**src/rtl/rom_fetch_arbiter.sv**
```systemverilog
// rom_fetch_arbiter: shares the program ROM read port between CPU fetch and a burst reader.
// CPU has priority; after STARVE_LIMIT back-to-back CPU wins, the next slot goes to the burst.
module rom_fetch_arbiter #(
    parameter int STARVE_LIMIT = 4
) (
    input  logic       clk,
    input  logic       reset,
    input  logic       cpu_req,
    input  logic [6:0] cpu_addr,
    output logic       cpu_gnt,
    output logic       cpu_rvalid,
    output logic [7:0] cpu_rdata,
    input  logic       dma_start,
    input  logic [6:0] dma_addr,
    input  logic [7:0] dma_len,
    output logic       dma_busy,
    output logic       dma_rvalid,
    output logic [7:0] dma_rdata,
    output logic       dma_done,
    output logic [6:0] rom_address,
    input  logic [7:0] rom_data_in
);
    // state | meaning
    // IDLE  | no burst running; waiting for dma_start
    // BURST | burst eligible for the ROM port every cycle
    // FLUSH | last burst byte returns; dma_done pulses
    typedef enum logic [1:0] {IDLE, BURST, FLUSH} state_t;
    typedef enum logic [1:0] {TAG_NONE, TAG_CPU, TAG_DMA} tag_t;

    localparam logic [3:0] LIMIT = 4'(STARVE_LIMIT);

    state_t     state, state_nxt;
    tag_t       tag, tag_nxt;
    logic [6:0] baddr, baddr_nxt;
    logic [7:0] remaining, remaining_nxt;
    logic [3:0] starve_cnt, starve_nxt;
    logic       dma_gnt;

    always_ff @(posedge clk) begin
        if (reset) begin
            state      <= IDLE;
            tag        <= TAG_NONE;
            baddr      <= '0;
            remaining  <= '0;
            starve_cnt <= '0;
        end else begin
            state      <= state_nxt;
            tag        <= tag_nxt;
            baddr      <= baddr_nxt;
            remaining  <= remaining_nxt;
            starve_cnt <= starve_nxt;
        end
    end

    always_comb begin
        state_nxt     = state;
        baddr_nxt     = baddr;
        remaining_nxt = remaining;
        starve_nxt    = starve_cnt;
        tag_nxt       = TAG_NONE;
        dma_gnt       = 1'b0;
        cpu_gnt       = 1'b0;
        rom_address   = '0;

        if (!reset) begin
            dma_gnt     = (state == BURST) && (!cpu_req || starve_cnt == LIMIT);
            cpu_gnt     = cpu_req && !dma_gnt;
            rom_address = dma_gnt ? baddr : cpu_addr;
            if (dma_gnt)
                tag_nxt = TAG_DMA;
            else if (cpu_gnt)
                tag_nxt = TAG_CPU;
        end

        case (state)
            IDLE: begin
                starve_nxt = '0;
                if (dma_start) begin
                    if (dma_len == 8'd0) begin
                        state_nxt = FLUSH;
                    end else begin
                        state_nxt     = BURST;
                        baddr_nxt     = dma_addr;
                        remaining_nxt = (dma_len > 8'd128) ? 8'd128 : dma_len;
                    end
                end
            end
            BURST: begin
                if (dma_gnt) begin
                    starve_nxt    = '0;
                    baddr_nxt     = baddr + 7'd1;
                    remaining_nxt = remaining - 8'd1;
                    if (remaining == 8'd1)
                        state_nxt = FLUSH;
                end else if (cpu_gnt && starve_cnt != LIMIT) begin
                    starve_nxt = starve_cnt + 4'd1;
                end
            end
            FLUSH: begin
                starve_nxt = '0;
                state_nxt  = IDLE;
            end
            default: state_nxt = IDLE;
        endcase
    end

    // Returns are gated by reset so a read tagged just before reset never surfaces.
    assign cpu_rvalid = !reset && (tag == TAG_CPU);
    assign dma_rvalid = !reset && (tag == TAG_DMA);
    assign cpu_rdata  = cpu_rvalid ? rom_data_in : 8'd0;
    assign dma_rdata  = dma_rvalid ? rom_data_in : 8'd0;
    assign dma_busy   = !reset && (state != IDLE);
    assign dma_done   = !reset && (state == FLUSH);

endmodule
```
**config.mk**
```make
export PLATFORM = sky130hd
export DESIGN_NAME = rom_fetch_arbiter
export DESIGN_NICKNAME = d
export VERILOG_FILES = /design/src/rtl/rom_fetch_arbiter.sv
export SDC_FILE = /design/constraint.sdc
export NUM_CORES = 1
export LEC_CHECK = 0
export BUFFER_PORTS_ARGS = -buffer_cell sky130_fd_sc_hd__buf_2
export CAP_MARGIN = 20
export CORE_MARGIN = 5
export CORE_UTILIZATION = 55
export CTS_BUF_LIST = sky130_fd_sc_hd__clkbuf_4 sky130_fd_sc_hd__clkbuf_8
export DETAILED_ROUTE_END_ITERATION = 8
export HOLD_SLACK_MARGIN = 0.1
export PLACE_DENSITY = 0.95
export SLEW_MARGIN = 20
export SYNTH_ARGS = -nofsm -noshare
export SYNTH_HDL_FRONTEND = slang
export SYNTH_SLANG_ARGS = --single-unit
```
**constraint.sdc**
```tcl
create_clock -name clk -period 3 [get_ports clk]
set_input_delay 0.15 -clock clk [delete_from_list [all_inputs] [get_ports clk]]
set_output_delay 0.15 -clock clk [all_outputs]
set_load 0.03 [all_outputs]
```
=== Word level (Yosys, flattened, before mapping) ===
Cells that the tools add are included.
W data, S select, Z words.

* Output and inout bits: 28
* ROM bits: 0
* RAM bits: 0
* Latch bits: 0
* Memories kept: 0
* Bits in registers: 23
* Input bits: 34
* Logic and storage cells: 68

* Shift-type cells: 0
* Divide/modulo/power cells: 0
* Muxes and demuxes: 25
* Bitwise gates (word level): 0
* Eq/ne operators: 12
* Multipliers: 0
* Magnitude comparators: 1
* Add/sub/neg operators: 3
* Reductions and logical operators: 21

{| class="wikitable"
|+ Operator list
! operator !! number
|-
| $mux W8 || 6
|-
| $mux W7 || 5
|-
| $pmux W8 S2 || 1
|-
| $pmux W7 S2 || 1
|-
| $mux W2 || 5
|-
| $eq A8 B1 Y1 const B || 1
|-
| $gt A8 B8 Y1 const B || 1
|-
| $logic_not A8 Y1 || 1
|-
| $mux W4 || 2
|-
| $pmux W4 S2 || 1
|-
| $sub A8 B1 Y8 const B || 1
|-
| $add A7 B1 Y7 const B || 1
|-
| $logic_and A1 B1 Y1 || 7
|-
| $ne A2 B2 Y1 const B || 3
|-
| $reduce_bool A2 Y1 || 3
|-
| $add A4 B1 Y4 const B || 1
|-
| $eq A2 B1 Y1 const B || 2
|-
| $eq A2 B2 Y1 const B || 2
|-
| $eq A4 B3 Y1 const B || 1
|-
| $ne A4 B3 Y1 const B || 1
|-
| $pmux W2 S2 || 1
|-
| $reduce_and A4 Y1 || 1
|-
| $reduce_or A2 Y1 || 2
|-
| $logic_not A1 Y1 || 3
|-
| 7 further kinds || 9
|}

=== Logic depth before layout (Yosys ltp) ===
* Word-level depth: 10
* Gate-level depth with buffers: 7
* Gate-level depth less buffers: 6

=== Worst setup path before layout ===
No wires, ideal clock.

* Path type: register to output
* Start: register starve_cnt[0]
* End: output port cpu_gnt
* Cell stages (with the launch flop): 6
* Setup slack: 1.098 ns
* Data required time: 2.850 ns
* Path buffers: 0
* Arrival: 1.752 ns
* Cell sequence: dfxtp_1 inv_1 ha_1 nand3b_1 a21oi_2 nor3b_1

* Word-level cells in the longest chain between the ends: 6

{| class="wikitable"
|+ RTL lines
! element !! line !! RTL
|-
| from (decl) || 36 || <nowiki>logic [3:0] starve_cnt, starve_nxt;</nowiki>
|-
| from (signal assigned) || 51 || <nowiki>starve_cnt <= starve_nxt;</nowiki>
|-
| $eq A4 B3 Y1 || 66 || <nowiki>dma_gnt = (state == BURST) && (!cpu_req || starve_cnt == LIMIT);</nowiki>
|-
| $logic_or A1 B1 Y1 || 66 ||
|-
| $logic_and A1 B1 Y1 || 66 ||
|-
| $logic_not A1 Y1 || 67 || <nowiki>cpu_gnt = cpu_req && !dma_gnt;</nowiki>
|-
| $logic_and A1 B1 Y1 || 67 ||
|-
| $mux W1 || 65 || <nowiki>if (!reset) begin</nowiki>
|-
| to (decl) || 10 || <nowiki>output logic cpu_gnt,</nowiki>
|}

No other way between the ends.

=== Worst setup path after layout ===
* Start: register starve_cnt[0]
* End: output port rom_address[3]

* Word-level cells in the longest chain between the ends: 5

{| class="wikitable"
|+ RTL lines
! element !! line !! RTL
|-
| $eq A4 B3 Y1 || 66 ||
|-
| $logic_or A1 B1 Y1 || 66 ||
|-
| $logic_and A1 B1 Y1 || 66 ||
|-
| $mux W7 || 68 || <nowiki>rom_address = dma_gnt ? baddr : cpu_addr;</nowiki>
|-
| $mux W7 || 65 ||
|-
| to (decl) || 20 || <nowiki>output logic [6:0] rom_address,</nowiki>
|}

No other way between the ends.

==> out/results.ini <==
[clock_network]
post_cts_resized=0
numCtsBuffers=3
cts_tree=built
postCtsSetupRepairBufs=0
cts_buffer_depth=2
clk_latency_ns=0.31
postCtsHoldBufs=0
root_buffer=clkbuf_4
htree_levels=1
clkSinkCount=23
worst_setup_hold_path_clk_slew_ns=0.13

[critical_path]
end_kind=primary output
crit_path_start_kind=register
worstPathRequired_ns=2.85
cp.arrival_ns=2.29
crit_slowest_cell=a21oi_2
slowest_delay_ns=0.61
ff2ff_setup_slack_ns=0.94
r2r-end=remaining[2]
crit_family=compound AO/OA/AOI/OAI gates
r2r_cells=6
path_cells=inv_1 > ha_1 > nand3b_1 > a21oi_2 > mux2i_1 > nor2_1 > buf_2
critPathKind=register to primary output
critPathBufInv=2
crit-reg2reg-launch=starve_cnt[0]
worstPathMaxFanout=9

[yosys]
synth_adder_area_share=0.0378
synth_cells=212
seq_area_frac_synth=0.278
async_flop_share=0
synth_top_family_by_area=simple AND/OR/NAND/NOR gates
synth_compound_area_frac=0.256
yosysUniqueCellTypes=43
yosys_warnings=0
synthMuxAreaShare=0.0424
synth_area_leaders=dfxtp_1, and2_1, nor2_1, mux2i_1, nand2_1
synth-seq-cells=23
synth_top_area_share=0.278
avgSynthCellArea_um2=7.80
synth_ff_type=dfxtp_1
synth_edf_count=0
synth_xor_area_frac=0.00530
syn-cell-area_um2=1650
yosys.area.top_type=dfxtp_1
syn_nets=251
synthSimpleGateAreaFrac=0.334

[floorplanning]
pin_count=62
die_h_um=64.8
num_rows=20
start_util=0.555
die_width_um=64.8
core_area_um2=2980
die_area_um2=4200

[finish]
layout-drive-gt1-share=0.284
area_growth_pct=21.2
diodes=0
final_nets=308
utilization=0.673
multi_input_area_um2=1120
seq_area_um2=460
n_fill_cell=251

[place]
numPortBuffers=61
dp_hpwl_um=3490
gp_congestion=0.927
pre_cts_slack_ns=0.943

[drt]
ant_nets=0
drc=0
drt_iter0_drc=229
vias=1927
wire_per_inst_um=15.6
dr.pass1.iters=6
routed_via_density=6.40
wl_um=4710

[global_routing]
grt-ovfl-total=0
grt_pass1_wl_um=7650
grt_use_total=0.222
grt_pass1_vias=1759
grt_max_degree=34
antenna_found_initial=0

[sta]
clock.fmax_ghz=0.410
rsz0062_at_grt=false
finalHoldViolCount=0
slew_viol_final=0
setup_tns_ns=0
fin_ws_ns=0.559
worst_pin_slew_ns=0.821
finClkSkew_ns=0.00302
setup_viol=0
finalCritPeriodShare=0.814
period_needed_ns=2.44
timing.hold.ws_ns=0.106
relSlewSlack=0.452

[pwr]
ir_drop_v=0.000277
power_leakage_nw=0.876
totalPowerFinal_mw=0.811
p_per_area_nw_per_um2=405

[outcome]
status=finished, final reports clean

[hold_path]
hold_path_class=input port to register
min_path_cells=3
min_to=baddr[1]
worstHoldStart=dma_addr[1]

[job]
maxCapViolations=0

==> worst max-delay path by stage <==
stage	slack, ns	cells past startpoint	startpoint	to
2_1_floorplan	1.10	5	starve_cnt[0]	cpu_gnt
3_3_place_gp	0.99	5	dma_len[4]	remaining[0]
3_5_place_dp	0.94	7	starve_cnt[0]	rom_address[3]
4_1_cts	0.59	7	starve_cnt[0]	rom_address[3]
5_1_grt	0.40	7	starve_cnt[0]	rom_address[3]
6_report	0.56	7	starve_cnt[0]	rom_address[3]
==> registers in the layout, indices dropped and copies added (netlist names) <==
name	flops
baddr	7
remaining	8
starve_cnt	4
state	2
tag	2
==> synthesized netlist by cell type, types with 2 or more instances <==
| master | count |
|---|---|
| a21oi_1 | 9 |
| nand3_1 | 5 |
| and3_1 | 6 |
| a31o_2 | 2 |
| or3_1 | 3 |
| and2_1 | 16 |
| nor3_2 | 2 |
| inv_1 | 9 |
| nor4_1 | 3 |
| a22oi_1 | 4 |
| nand2_1 | 17 |
| nor2_1 | 20 |
| nor3_1 | 6 |
| nand2b_1 | 3 |
| o21a_1 | 2 |
| ha_1 | 5 |
| a311oi_1 | 4 |
| a2111oi_0 | 2 |
| or4_1 | 5 |
| a31oi_1 | 9 |
| a41oi_1 | 2 |
| nor3b_1 | 6 |
| mux2i_1 | 7 |
| o32ai_1 | 7 |
| clkbuf_1 | 11 |
| a211oi_1 | 4 |
| or4_4 | 2 |
| dfxtp_1 | 23 |
| o21ai_0 | 4 |
==> cell type report <==
class	instances	share of cell area
Tap cell	33	0.0206
Sequential cell	23	0.230
Timing Repair Buffer	63	0.160
Clock buffer	4	0.0150
Multi-Input combinational cell	169	0.558
Inverter	9	0.0169
==> tightest hold or removal path, delay by kind of cell <==
kind            cells  cell delay, ns
compound gates      1            0.08
buf+inv             1            0.10
simple gates        1            0.05
==> cells in the final DEF (no fill, tap or decap), drive strengths merged, types with 2 or more instances in the layout <==
master   count
nand3        5
nand2       17
ha           5
inv          9
a211oi       4
nor4         3
or4          8
or3          3
a22oi        4
clkbuf       4
nor2        20
o21ai        4
mux2i        7
nor3b        6
o21a         2
a41oi        2
dfxtp       23
o32ai        7
a31o         2
a311oi       4
a31oi        9
and3         6
nor3         8
and2        16
nand2b       3
buf         63
a21oi       10
a2111oi      3
==> metrics by stage <==
stage | std cells | cell area [um^2]
2_1_floorplan | 212 | 1650
3_3_place_gp | 297 | 1970
3_5_place_dp | 297 | 1970
4_1_cts | 301 | 2000
5_1_grt | 301 | 2000
6_report | 301 | 2000
==> metal layers <==
layer  routed length, um  global-route usage
met3                 542              0.0468
met1                1850               0.271
met5                   0                   0
met4                  47              0.0660
met2                2270               0.390
==> power breakdown <==
group / switching, mW / total, mW / internal [mW]
clock: 0.0958 / 0.157 / 0.0609
sequential: 0.0313 / 0.362 / 0.331
combinational: 0.173 / 0.292 / 0.119
==> logic make-up (layout without fill, tap and decap cells) <==
| logic type | after synthesis | in the layout |
|---|---|---|
| adder cells (fa/ha/maj) | 5 | 5 |
| AO/OA/AOI/OAI | 57 | 57 |
| multiplexers | 7 | 7 |
| AND/OR/NAND/NOR | 99 | 99 |
| flip-flops | 23 | 23 |
| XOR/XNOR | 1 | 1 |
| buffers and inverters | 20 | 76 |
(Power assumes the default switching activity.)
